==> config.mk <==
export PLATFORM = sky130hd
export DESIGN_NAME = arbitro_rr_decod_4_flat
export DESIGN_NICKNAME = d
export VERILOG_FILES = /design/src/rtl/arbitro_rr_decod_4_if.sv /design/src/rtl/arbitro_rr_decod_4.sv /design/src/flat_wrapper.sv
export SDC_FILE = /design/constraint.sdc
export NUM_CORES = 1
export LEC_CHECK = 0
export CAP_MARGIN = 20
export CORE_MARGIN = 2
export CORE_UTILIZATION = 54
export DETAILED_ROUTE_END_ITERATION = 12
export GPL_ROUTABILITY_DRIVEN = 0
export PLACE_DENSITY = 0.84
export SYNTH_ARGS = -nofsm -noshare
export SYNTH_HDL_FRONTEND = slang
export SYNTH_SLANG_ARGS = --single-unit
==> constraint.sdc <==
create_clock -name clk -period 3.3 [get_ports clk]
set_input_delay 0.825 -clock clk [delete_from_list [all_inputs] [get_ports clk]]
set_output_delay 0.825 -clock clk [all_outputs]
set_load 0.1 [all_outputs]
==> src/rtl/arbitro_rr_decod_4_if.sv <==
// Request/grant bundle between four requesters and the round-robin arbiter.
// master = requester side, slave = arbiter side.
interface arbitro_rr_decod_4_if;
  logic req0;
  logic req1;
  logic req2;
  logic req3;
  logic gnt0;
  logic gnt1;
  logic gnt2;
  logic gnt3;
  logic idx_a;
  logic idx_b;
  logic ocupado;
  logic estouro;

  modport master (
    output req0, req1, req2, req3,
    input  gnt0, gnt1, gnt2, gnt3, idx_a, idx_b, ocupado, estouro
  );

  modport slave (
    input  req0, req1, req2, req3,
    output gnt0, gnt1, gnt2, gnt3, idx_a, idx_b, ocupado, estouro
  );
endinterface

==> src/rtl/arbitro_rr_decod_4.sv <==
// Round-robin arbiter for four scalar requesters. The registered 2-bit winner
// index feeds 2->4 decoder equations to form a one-hot grant. A grant lasts
// while its owner keeps requesting or until the optional hold timeout, and
// every grant is followed by one idle cycle before the next one is issued.
module arbitro_rr_decod_4 #(
  parameter int unsigned MAX_HOLD = 8,
  parameter int unsigned CNT_W    = 4
) (
  input  logic                 clk,
  input  logic                 rst,
  arbitro_rr_decod_4_if.slave  bus
);

  typedef enum logic [1:0] {
    OCIOSO    = 2'b00,
    CONCEDIDO = 2'b01,
    LIBERA    = 2'b10
  } state_t;

  localparam logic [CNT_W-1:0] HOLD_LIM = CNT_W'(MAX_HOLD);
  localparam bit               HOLD_EN  = (MAX_HOLD != 0);

  state_t           state;
  logic [3:0]       req;
  logic [3:0]       gnt;
  logic [1:0]       ptr;
  logic [1:0]       idx;
  logic [1:0]       winner;
  logic             found;
  logic [CNT_W-1:0] cnt;
  logic             ocupado;
  logic             estouro;

  // 2->4 decoder: Y(K) high only for index K
  function automatic logic [3:0] decode(input logic [1:0] sel);
    logic [3:0] y;
    y[0] = ~sel[1] & ~sel[0];
    y[1] = ~sel[1] &  sel[0];
    y[2] =  sel[1] & ~sel[0];
    y[3] =  sel[1] &  sel[0];
    return y;
  endfunction

  assign req = {bus.req3, bus.req2, bus.req1, bus.req0};

  // Rotating-priority search: ptr+1, ptr+2, ptr+3, then ptr itself last
  always_comb begin
    winner = ptr;
    found  = 1'b0;
    for (int unsigned i = 1; i <= 4; i++) begin
      if (!found && req[2'(ptr + 2'(i))]) begin
        winner = 2'(ptr + 2'(i));
        found  = 1'b1;
      end
    end
  end

  // Grant sequencing FSM; all outputs registered alongside the state
  always_ff @(posedge clk or posedge rst) begin
    if (rst) begin
      state   <= OCIOSO;
      gnt     <= '0;
      idx     <= '0;
      ptr     <= 2'd3;
      cnt     <= '0;
      ocupado <= 1'b0;
      estouro <= 1'b0;
    end else begin
      estouro <= 1'b0;
      unique case (state)
        OCIOSO, LIBERA: begin
          if (found) begin
            state   <= CONCEDIDO;
            idx     <= winner;
            gnt     <= decode(winner);
            cnt     <= CNT_W'(1);
            ocupado <= 1'b1;
          end else begin
            state   <= OCIOSO;
          end
        end
        CONCEDIDO: begin
          // Release takes precedence over timeout when both happen on one edge
          if (!req[idx]) begin
            state   <= LIBERA;
            gnt     <= '0;
            ptr     <= idx;
            ocupado <= 1'b0;
          end else if (HOLD_EN && cnt == HOLD_LIM) begin
            state   <= LIBERA;
            gnt     <= '0;
            ptr     <= idx;
            ocupado <= 1'b0;
            estouro <= 1'b1;
          end else if (HOLD_EN) begin
            cnt     <= cnt + CNT_W'(1);
          end
        end
        default: begin
          state   <= OCIOSO;
          gnt     <= '0;
          ocupado <= 1'b0;
        end
      endcase
    end
  end

  assign bus.gnt0    = gnt[0];
  assign bus.gnt1    = gnt[1];
  assign bus.gnt2    = gnt[2];
  assign bus.gnt3    = gnt[3];
  assign bus.idx_a   = idx[1];
  assign bus.idx_b   = idx[0];
  assign bus.ocupado = ocupado;
  assign bus.estouro = estouro;

  a_onehot: assert property (@(posedge clk) disable iff (rst) $onehot0(gnt));
  a_decode: assert property (@(posedge clk) disable iff (rst) ocupado |-> (gnt == decode(idx)));
  a_idle:   assert property (@(posedge clk) disable iff (rst) !ocupado |-> (gnt == 4'b0000));
  a_cnt:    assert property (@(posedge clk) disable iff (rst) HOLD_EN |-> (cnt <= HOLD_LIM));

endmodule

==> src/flat_wrapper.sv <==
// flat-port wrapper written by rule: the top's interface ports become plain ports
module arbitro_rr_decod_4_flat 
#(
  parameter int unsigned MAX_HOLD = 8,
  parameter int unsigned CNT_W    = 4
)
  (clk, rst, bus_req0, bus_req1, bus_req2, bus_req3, bus_gnt0, bus_gnt1, bus_gnt2, bus_gnt3, bus_idx_a, bus_idx_b, bus_ocupado, bus_estouro);
  arbitro_rr_decod_4_if bus_i ();
  input  logic clk;
  input  logic rst;
  input wire logic [$bits(bus_i.req0)-1:0] bus_req0;
  input wire logic [$bits(bus_i.req1)-1:0] bus_req1;
  input wire logic [$bits(bus_i.req2)-1:0] bus_req2;
  input wire logic [$bits(bus_i.req3)-1:0] bus_req3;
  output wire logic [$bits(bus_i.gnt0)-1:0] bus_gnt0;
  output wire logic [$bits(bus_i.gnt1)-1:0] bus_gnt1;
  output wire logic [$bits(bus_i.gnt2)-1:0] bus_gnt2;
  output wire logic [$bits(bus_i.gnt3)-1:0] bus_gnt3;
  output wire logic [$bits(bus_i.idx_a)-1:0] bus_idx_a;
  output wire logic [$bits(bus_i.idx_b)-1:0] bus_idx_b;
  output wire logic [$bits(bus_i.ocupado)-1:0] bus_ocupado;
  output wire logic [$bits(bus_i.estouro)-1:0] bus_estouro;
  assign bus_i.req0 = bus_req0;
  assign bus_i.req1 = bus_req1;
  assign bus_i.req2 = bus_req2;
  assign bus_i.req3 = bus_req3;
  assign bus_gnt0 = bus_i.gnt0;
  assign bus_gnt1 = bus_i.gnt1;
  assign bus_gnt2 = bus_i.gnt2;
  assign bus_gnt3 = bus_i.gnt3;
  assign bus_idx_a = bus_i.idx_a;
  assign bus_idx_b = bus_i.idx_b;
  assign bus_ocupado = bus_i.ocupado;
  assign bus_estouro = bus_i.estouro;
  arbitro_rr_decod_4 #(.MAX_HOLD(MAX_HOLD), .CNT_W(CNT_W)) u_core (.clk(clk), .rst(rst), .bus(bus_i));
endmodule
==> results of run 1 <==
sequential cells by signal, summed over array words and instances (netlist names):
name,count
u_core.cnt,4
u_core.bus.estouro,1
u_core.idx,2
u_core.gnt,4
u_core.state,2
u_core.ptr,2
u_core.bus.ocupado,1
synth_stat cells:
| cell type | n | area [µm²] |
|---|---|---|
| sky130_fd_sc_hd__dfrtp_1 | 14 | 350 |
| sky130_fd_sc_hd__inv_1 | 6 | 22.5 |
| sky130_fd_sc_hd__nand2_1 | 5 | 18.8 |
| sky130_fd_sc_hd__a21oi_1 | 4 | 20.0 |
| sky130_fd_sc_hd__nor2_1 | 4 | 15.0 |
| sky130_fd_sc_hd__o21ai_0 | 4 | 20.0 |
| sky130_fd_sc_hd__nand2b_1 | 3 | 18.8 |
| sky130_fd_sc_hd__nand3_1 | 3 | 15.0 |
| sky130_fd_sc_hd__o211ai_1 | 3 | 22.5 |
| sky130_fd_sc_hd__a22o_1 | 2 | 17.5 |
| sky130_fd_sc_hd__dfstp_2 | 2 | 52.6 |
| sky130_fd_sc_hd__ha_1 | 2 | 25.0 |
| sky130_fd_sc_hd__mux2_2 | 2 | 22.5 |
| sky130_fd_sc_hd__o2bb2ai_1 | 2 | 17.5 |
| sky130_fd_sc_hd__o31ai_1 | 2 | 15.0 |
| sky130_fd_sc_hd__or2_2 | 2 | 12.5 |
| sky130_fd_sc_hd__a21boi_4 | 1 | 18.8 |
| sky130_fd_sc_hd__a21o_1 | 1 | 7.51 |
| sky130_fd_sc_hd__a221oi_1 | 1 | 8.76 |
| sky130_fd_sc_hd__and2b_1 | 1 | 7.51 |
| sky130_fd_sc_hd__buf_6 | 1 | 11.3 |
| sky130_fd_sc_hd__mux2_4 | 1 | 15.0 |
| sky130_fd_sc_hd__mux4_2 | 1 | 22.5 |
| sky130_fd_sc_hd__nand2_2 | 1 | 6.26 |
| sky130_fd_sc_hd__nand3_4 | 1 | 17.5 |
| sky130_fd_sc_hd__nand3b_1 | 1 | 7.51 |
| sky130_fd_sc_hd__nor3_1 | 1 | 5.00 |
| sky130_fd_sc_hd__nor4_2 | 1 | 12.5 |
| sky130_fd_sc_hd__o211a_1 | 1 | 10.0 |
| sky130_fd_sc_hd__o21ai_2 | 1 | 8.76 |
worst max-delay path, stage by stage:
cell	delay (ns)
sky130_fd_sc_hd__clkdlybuf4s50_1	0.52
sky130_fd_sc_hd__mux4_2	0.58
sky130_fd_sc_hd__a21boi_4	0.18
sky130_fd_sc_hd__mux2_2	0.35
final cells by class:
| cell class | instances | share of cell area, % |
|---|---|---|
| Sequential cell | 16 | 41.5 |
| Multi-Input combinational cell | 51 | 40.0 |
| Timing Repair Buffer | 13 | 11.4 |
| Clock buffer | 4 | 2.71 |
| Inverter | 6 | 2.32 |
| Tap cell | 16 | 2.06 |
through the flow:
step	area [µm²]	cells	utilization (%)	hold WS, ns
2_1_floorplan	825	74	-	0.453
3_3_place_gp	943	102	64.1	0.474
3_5_place_dp	943	102	64.1	0.477
4_1_cts	970	106	65.9	0.494
5_1_grt	970	106	65.9	0.508
6_report	970	106	65.9	0.487
layer usage:
metal	up-vias	wire, µm	global-route usage [%]	share of wire (%)
met3	2	70	2.55	5.0
met4	0	27	9.09	1.9
met5	-	0	0	0
li1	300	-	-	-
met1	290	668	25.3	47
met2	17	649	26.7	46
worst paths after layout:
| path | from | endpoint | slack, ns |
|---|---|---|---|
| hold / removal | u_core.cnt[3] | u_core.cnt[3] | 0.49 |
| setup reg to reg | u_core.ptr[0] | u_core.gnt[3] | 1.63 |
| setup / recovery | bus_req0 | u_core.ptr[1] | 1.06 |
| hold reg to reg | u_core.cnt[3] | u_core.cnt[3] | 0.49 |
| max in group asynchronous | rst | u_core.ptr[0] | 2.03 |
| min in group asynchronous | rst | u_core.state[0] | 0.89 |
cells by family (layout without fill, tap and decap cells):
logic type	after synthesis	in the layout	share of synthesized area [%]
mux	4	4	7.28
flops	16	16	48.9
simple gates	23	23	16.5
compound gates	22	22	20.2
buf+inv	7	23	4.10
fa+ha+maj	2	2	3.03
==> impl_metrics.py, run 1 <==
metrics = {
    "status": {
        "outcome": "complete, no violations",
    },
    "timing": {
        "fin_ws_ns": 1.06,
        "report.final.setup_viol": 0,
        "clock-skew-final_ns": 0.00529,
        "worst_max_slew_pin_slew_ns": 0.642,
        "hold_viol_final": 0,
        "max_freq_ghz": 0.447,
        "finalSetupTns_ns": 0,
        "layout_min_cycle_time_ns": 2.24,
        "relSlewSlack_pct": 57.2,
        "rsz0062_at_grt": "no",
        "finalCritPeriodShare_pct": 67.8,
        "timing_max_transition_violations_final": 0,
    },
    "clocking": {
        "cts.path.max_buffers": 2,
        "htree_levels": 1,
        "buffer_type_at_the_clock_tree_root": "sky130_fd_sc_hd__clkbuf_4",
        "numClockSinks": 16,
        "cts_tree": "done",
        "cts_buffers": 3,
        "worst_setup_hold_path_clk_slew_ns": 0.08,
        "insertion_delay_of_the_later_clocked_pin_in_the_worst_skew_pair_ns": 0.28,
        "post-cts-setup-buffer-count": 0,
        "post_cts_resize_count": 0,
        "cts_hold_repair.buffers": 0,
    },
    "worst_setup_path": {
        "crit_required_ns": 3.51,
        "path_max_fanout": 6,
        "worst_r2r_path_depth": 4,
        "setup.worst_path.start_class": "input port",
        "setup.worst_path.class": "in2reg",
        "arrival_ns": 2.45,
        "critPathCaptureType": "register",
    },
    "grt": {
        "overflow": 0,
        "antenna_found_initial": 0,
        "grt_first_pass_wirelength_mm": 2.44,
        "first_global_vias": 548,
        "grt_usage_pct": 17.8,
        "grt_max_degree": 17,
    },
    "floorplan": {
        "die_height_um": 43.1,
        "io_pins": 14,
        "floorplan.core_area_mm2": 0.00147,
        "chipWidth_um": 43.1,
        "dieArea_mm2": 0.00186,
        "start_util_pct": 56.0,
        "site_rows": 14,
    },
    "yosys": {
        "seq_area_frac_synth_pct": 48.9,
        "synthDistinctLibCells": 30,
        "synth_warnings": 0,
        "post_synthesis_cell_area_um2": 825,
        "postSynthAreaPerCell_um2": 11.1,
        "synth-seq-cells": 16,
        "synth_nets": 82,
        "syn_inst": 74,
    },
    "place": {
        "detailed_place_hpwl_mm": 1.08,
        "buffer_ports.inserted": 13,
        "place_worst_setup_slack_ns": 0.777,
    },
    "finish": {
        "fill_cells": 121,
        "antenna_cells": 0,
        "multiInputGateArea_um2": 388,
        "layout.cells.most_common": "sky130_fd_sc_hd__dfrtp_1",
        "layout_common_cells": "14 x sky130_fd_sc_hd__dfrtp_1, 8 x sky130_fd_sc_hd__buf_4, 6 x sky130_fd_sc_hd__inv_1, 5 x sky130_fd_sc_hd__nand2_1, 5 x sky130_fd_sc_hd__clkdlybuf4s50_1",
        "flow.area_growth_from_synthesis_pct": 17.6,
        "register_area_um2": 403,
        "post_route_cells_drive_above_1_share_pct": 26.7,
        "nets": 99,
    },
    "route": {
        "routedWlPerCell_um": 13.3,
        "vias": 609,
        "drt_iter0_markers": 15,
        "postRouteWirelength_mm": 1.41,
        "vias_per_cell": 5.75,
        "drcViolationCount": 0,
        "detail_route.first_pass.iterations": 4,
        "antenna_violating_nets_post_route": 0,
    },
    "job": {
        "drv_cap": 0,
    },
    "min_path": {
        "min_path_type": "reg2reg",
        "timing.hold.worst_path_depth": 1,
    },
}
Power of run 1 is left out: the tool's default activity adds up to more than one toggle a clock period on the data nets, which glitch-free logic cannot reach.
==> inputs of run 2 (changes only) <==
--- a/config.mk
+++ b/config.mk
@@ -7,10 +7,10 @@
 export LEC_CHECK = 0
 export CAP_MARGIN = 20
 export CORE_MARGIN = 2
-export CORE_UTILIZATION = 54
+export CORE_UTILIZATION = 50
 export DETAILED_ROUTE_END_ITERATION = 12
 export GPL_ROUTABILITY_DRIVEN = 0
-export PLACE_DENSITY = 0.84
+export PLACE_DENSITY = 0.79
 export SYNTH_ARGS = -nofsm -noshare
 export SYNTH_HDL_FRONTEND = slang
 export SYNTH_SLANG_ARGS = --single-unit
==> constraint.sdc (replaced) <==
create_clock -name clk -period 2.1 [get_ports clk]
set_input_delay 0.525 -clock clk [delete_from_list [all_inputs] [get_ports clk]]
set_output_delay 0.525 -clock clk [all_outputs]
set_load 0.1 [all_outputs]
==> run 2 against run 1 <==
Against the previous run:
- utilization rose by 2.9 points
- sequential share of layout area fell by 3.0 points
- via count rose by 14%
- clock skew fell by 0.0032 ns
- highest routed layer unchanged
- cell count rose by 8.5%
- wire length rose by 21%
- worst setup slack got worse by 0.77 ns
- critical path depth did not move
- final area rose by 8.1%
- worst hold slack improved by 0.019 ns
- non-clock buffer count rose by 9
- critical path type unchanged
- first-iteration DRC count fell by 20%
==> impl_metrics.py, run 2 (synthesis results as in run 1) <==
metrics = {
    "status": {
        "outcome": "complete, no violations",
    },
    "finish": {
        "nets": 108,
        "flow.area_growth_from_synthesis_pct": 27.2,
        "largest_regs": "u_core.cnt (4), u_core.gnt (4)",
        "post_route_cells_drive_above_1_share_pct": 35.4,
        "layout.cells.most_common": "sky130_fd_sc_hd__buf_4",
        "final_cells": 115,
        "antenna_cells": 0,
        "layout_common_cells": "17 x sky130_fd_sc_hd__buf_4, 13 x sky130_fd_sc_hd__dfrtp_1, 6 x sky130_fd_sc_hd__inv_1, 5 x sky130_fd_sc_hd__nand2_1, 5 x sky130_fd_sc_hd__clkdlybuf4s50_1",
    },
    "route": {
        "detail_route.first_pass.iterations": 4,
        "drt_iter0_markers": 12,
        "vias_per_cell": 6.03,
        "routedWlPerCell_um": 14.9,
        "vias": 693,
        "antenna_violating_nets_post_route": 0,
        "drcViolationCount": 0,
        "postRouteWirelength_mm": 1.72,
    },
    "min_path": {
        "min_path_type": "reg2reg",
        "holdCritStartpoint": "u_core.cnt[3]",
        "hold-path-endpoint": "u_core.cnt[3]",
        "timing.hold.worst_path_depth": 1,
    },
    "place": {
        "detailed_place_hpwl_mm": 1.29,
        "buffer_ports.inserted": 13,
        "numPlacedInstances": 111,
    },
    "worst_setup_path": {
        "crit-reg2reg-launch": "u_core.cnt[0]",
        "r2r_setup_slk_ns": 0.49,
        "arrival_ns": 2.04,
        "worst_r2r_path_depth": 6,
        "crit_required_ns": 2.33,
        "setup.worst_path.class": "in2reg",
        "r2r_end": "u_core.cnt[0]",
        "path_max_fanout": 3,
        "setup.worst_path.start_class": "input port",
        "critPathCaptureType": "register",
    },
    "timing": {
        "worst_max_slew_pin_slew_ns": 0.580,
        "relSlewSlack_pct": 61.3,
        "layout_min_cycle_time_ns": 1.81,
        "timing_max_transition_violations_final": 0,
        "tightest_hold_margin_ns": 0.506,
        "rsz0062_at_grt": "no",
        "report.final.setup_viol": 0,
        "finalSetupTns_ns": 0,
        "finalCritPeriodShare_pct": 86.0,
        "hold_viol_final": 0,
        "clock-skew-final_ns": 0.00209,
        "max_freq_ghz": 0.553,
    },
    "grt": {
        "grt_max_degree": 17,
        "grt_usage_pct": 19.3,
        "antenna_found_initial": 0,
        "first_global_vias": 609,
        "overflow": 0,
        "grt_first_pass_wirelength_mm": 2.73,
    },
    "floorplan": {
        "site_rows": 14,
        "die_height_um": 44.6,
        "dieArea_mm2": 0.00199,
        "start_util_pct": 54.1,
        "chipWidth_um": 44.6,
        "io_pins": 14,
        "floorplan.core_area_mm2": 0.00152,
    },
    "clocking": {
        "cts.path.max_buffers": 2,
        "insertion_delay_of_the_later_clocked_pin_in_the_worst_skew_pair_ns": 0.29,
        "cts_hold_repair.buffers": 0,
        "buffer_type_at_the_clock_tree_root": "sky130_fd_sc_hd__clkbuf_4",
        "cts_tree": "done",
        "numClockSinks": 16,
        "htree_levels": 1,
        "post_cts_resize_count": 0,
        "worst_setup_hold_path_clk_slew_ns": 0.10,
        "cts_buffers": 3,
        "post-cts-setup-buffer-count": 0,
    },
    "job": {
        "drv_cap": 0,
    },
}
[run 2: changes by cell type in the layout (fill, tap and decap cells not counted)]
cell,delta
sky130_fd_sc_hd__clkbuf_1,-1
sky130_fd_sc_hd__buf_4,+9
sky130_fd_sc_hd__dfrtp_2,+1
sky130_fd_sc_hd__dfrtp_1,-1
sky130_fd_sc_hd__clkbuf_8,+1
[run 2: layer usage]
layer | track usage [%] | share of wire (%) | vias up
met2 | 31.3 | 49 | 24
met3 | 3.67 | 5.4 | 6
met4 | 7.88 | 1.7 | 0
met1 | 25.1 | 44 | 346
li1 | - | - | 317
met5 | 0 | 0 | -
[run 2: metrics by stage]
stage	instance area [µm²]	util, %	worst slack (ns)
2_1_floorplan	826	-	0.0961
3_3_place_gp	1010	66.4	0.0174
3_5_place_dp	1010	66.4	-0.0193
4_1_cts	1050	68.8	0.288
5_1_grt	1050	68.8	0.256
6_report	1050	68.8	0.293
[run 2: worst max-delay path, stage by stage]
cell	delay [ns]
sky130_fd_sc_hd__clkdlybuf4s50_1	0.42
sky130_fd_sc_hd__mux4_2	0.56
sky130_fd_sc_hd__a21boi_4	0.18
sky130_fd_sc_hd__mux2_2	0.35
[run 2: worst max path at each step]
stage	slack, ns	start	to
after floorplan	0.1	u_core.idx[1]	u_core.ptr[1]
after global placement	0.02	bus_req3	u_core.ptr[1]
after detailed placement	-0.02	bus_req3	u_core.ptr[0]
after CTS	0.29	bus_req3	u_core.ptr[0]
after global routing	0.26	bus_req3	u_core.ptr[0]
final	0.29	bus_req3	u_core.ptr[0]
[run 2: cell type report]
type | count | area (µm²)
clock buffer | 4 | 36.3
fill | 117 | 475
inverter | 6 | 22.5
multi-input combinational | 51 | 388
sequential | 16 | 404
tap | 16 | 20.0
timing repair buffer | 22 | 178
Power of run 2 is left out for the same reason.
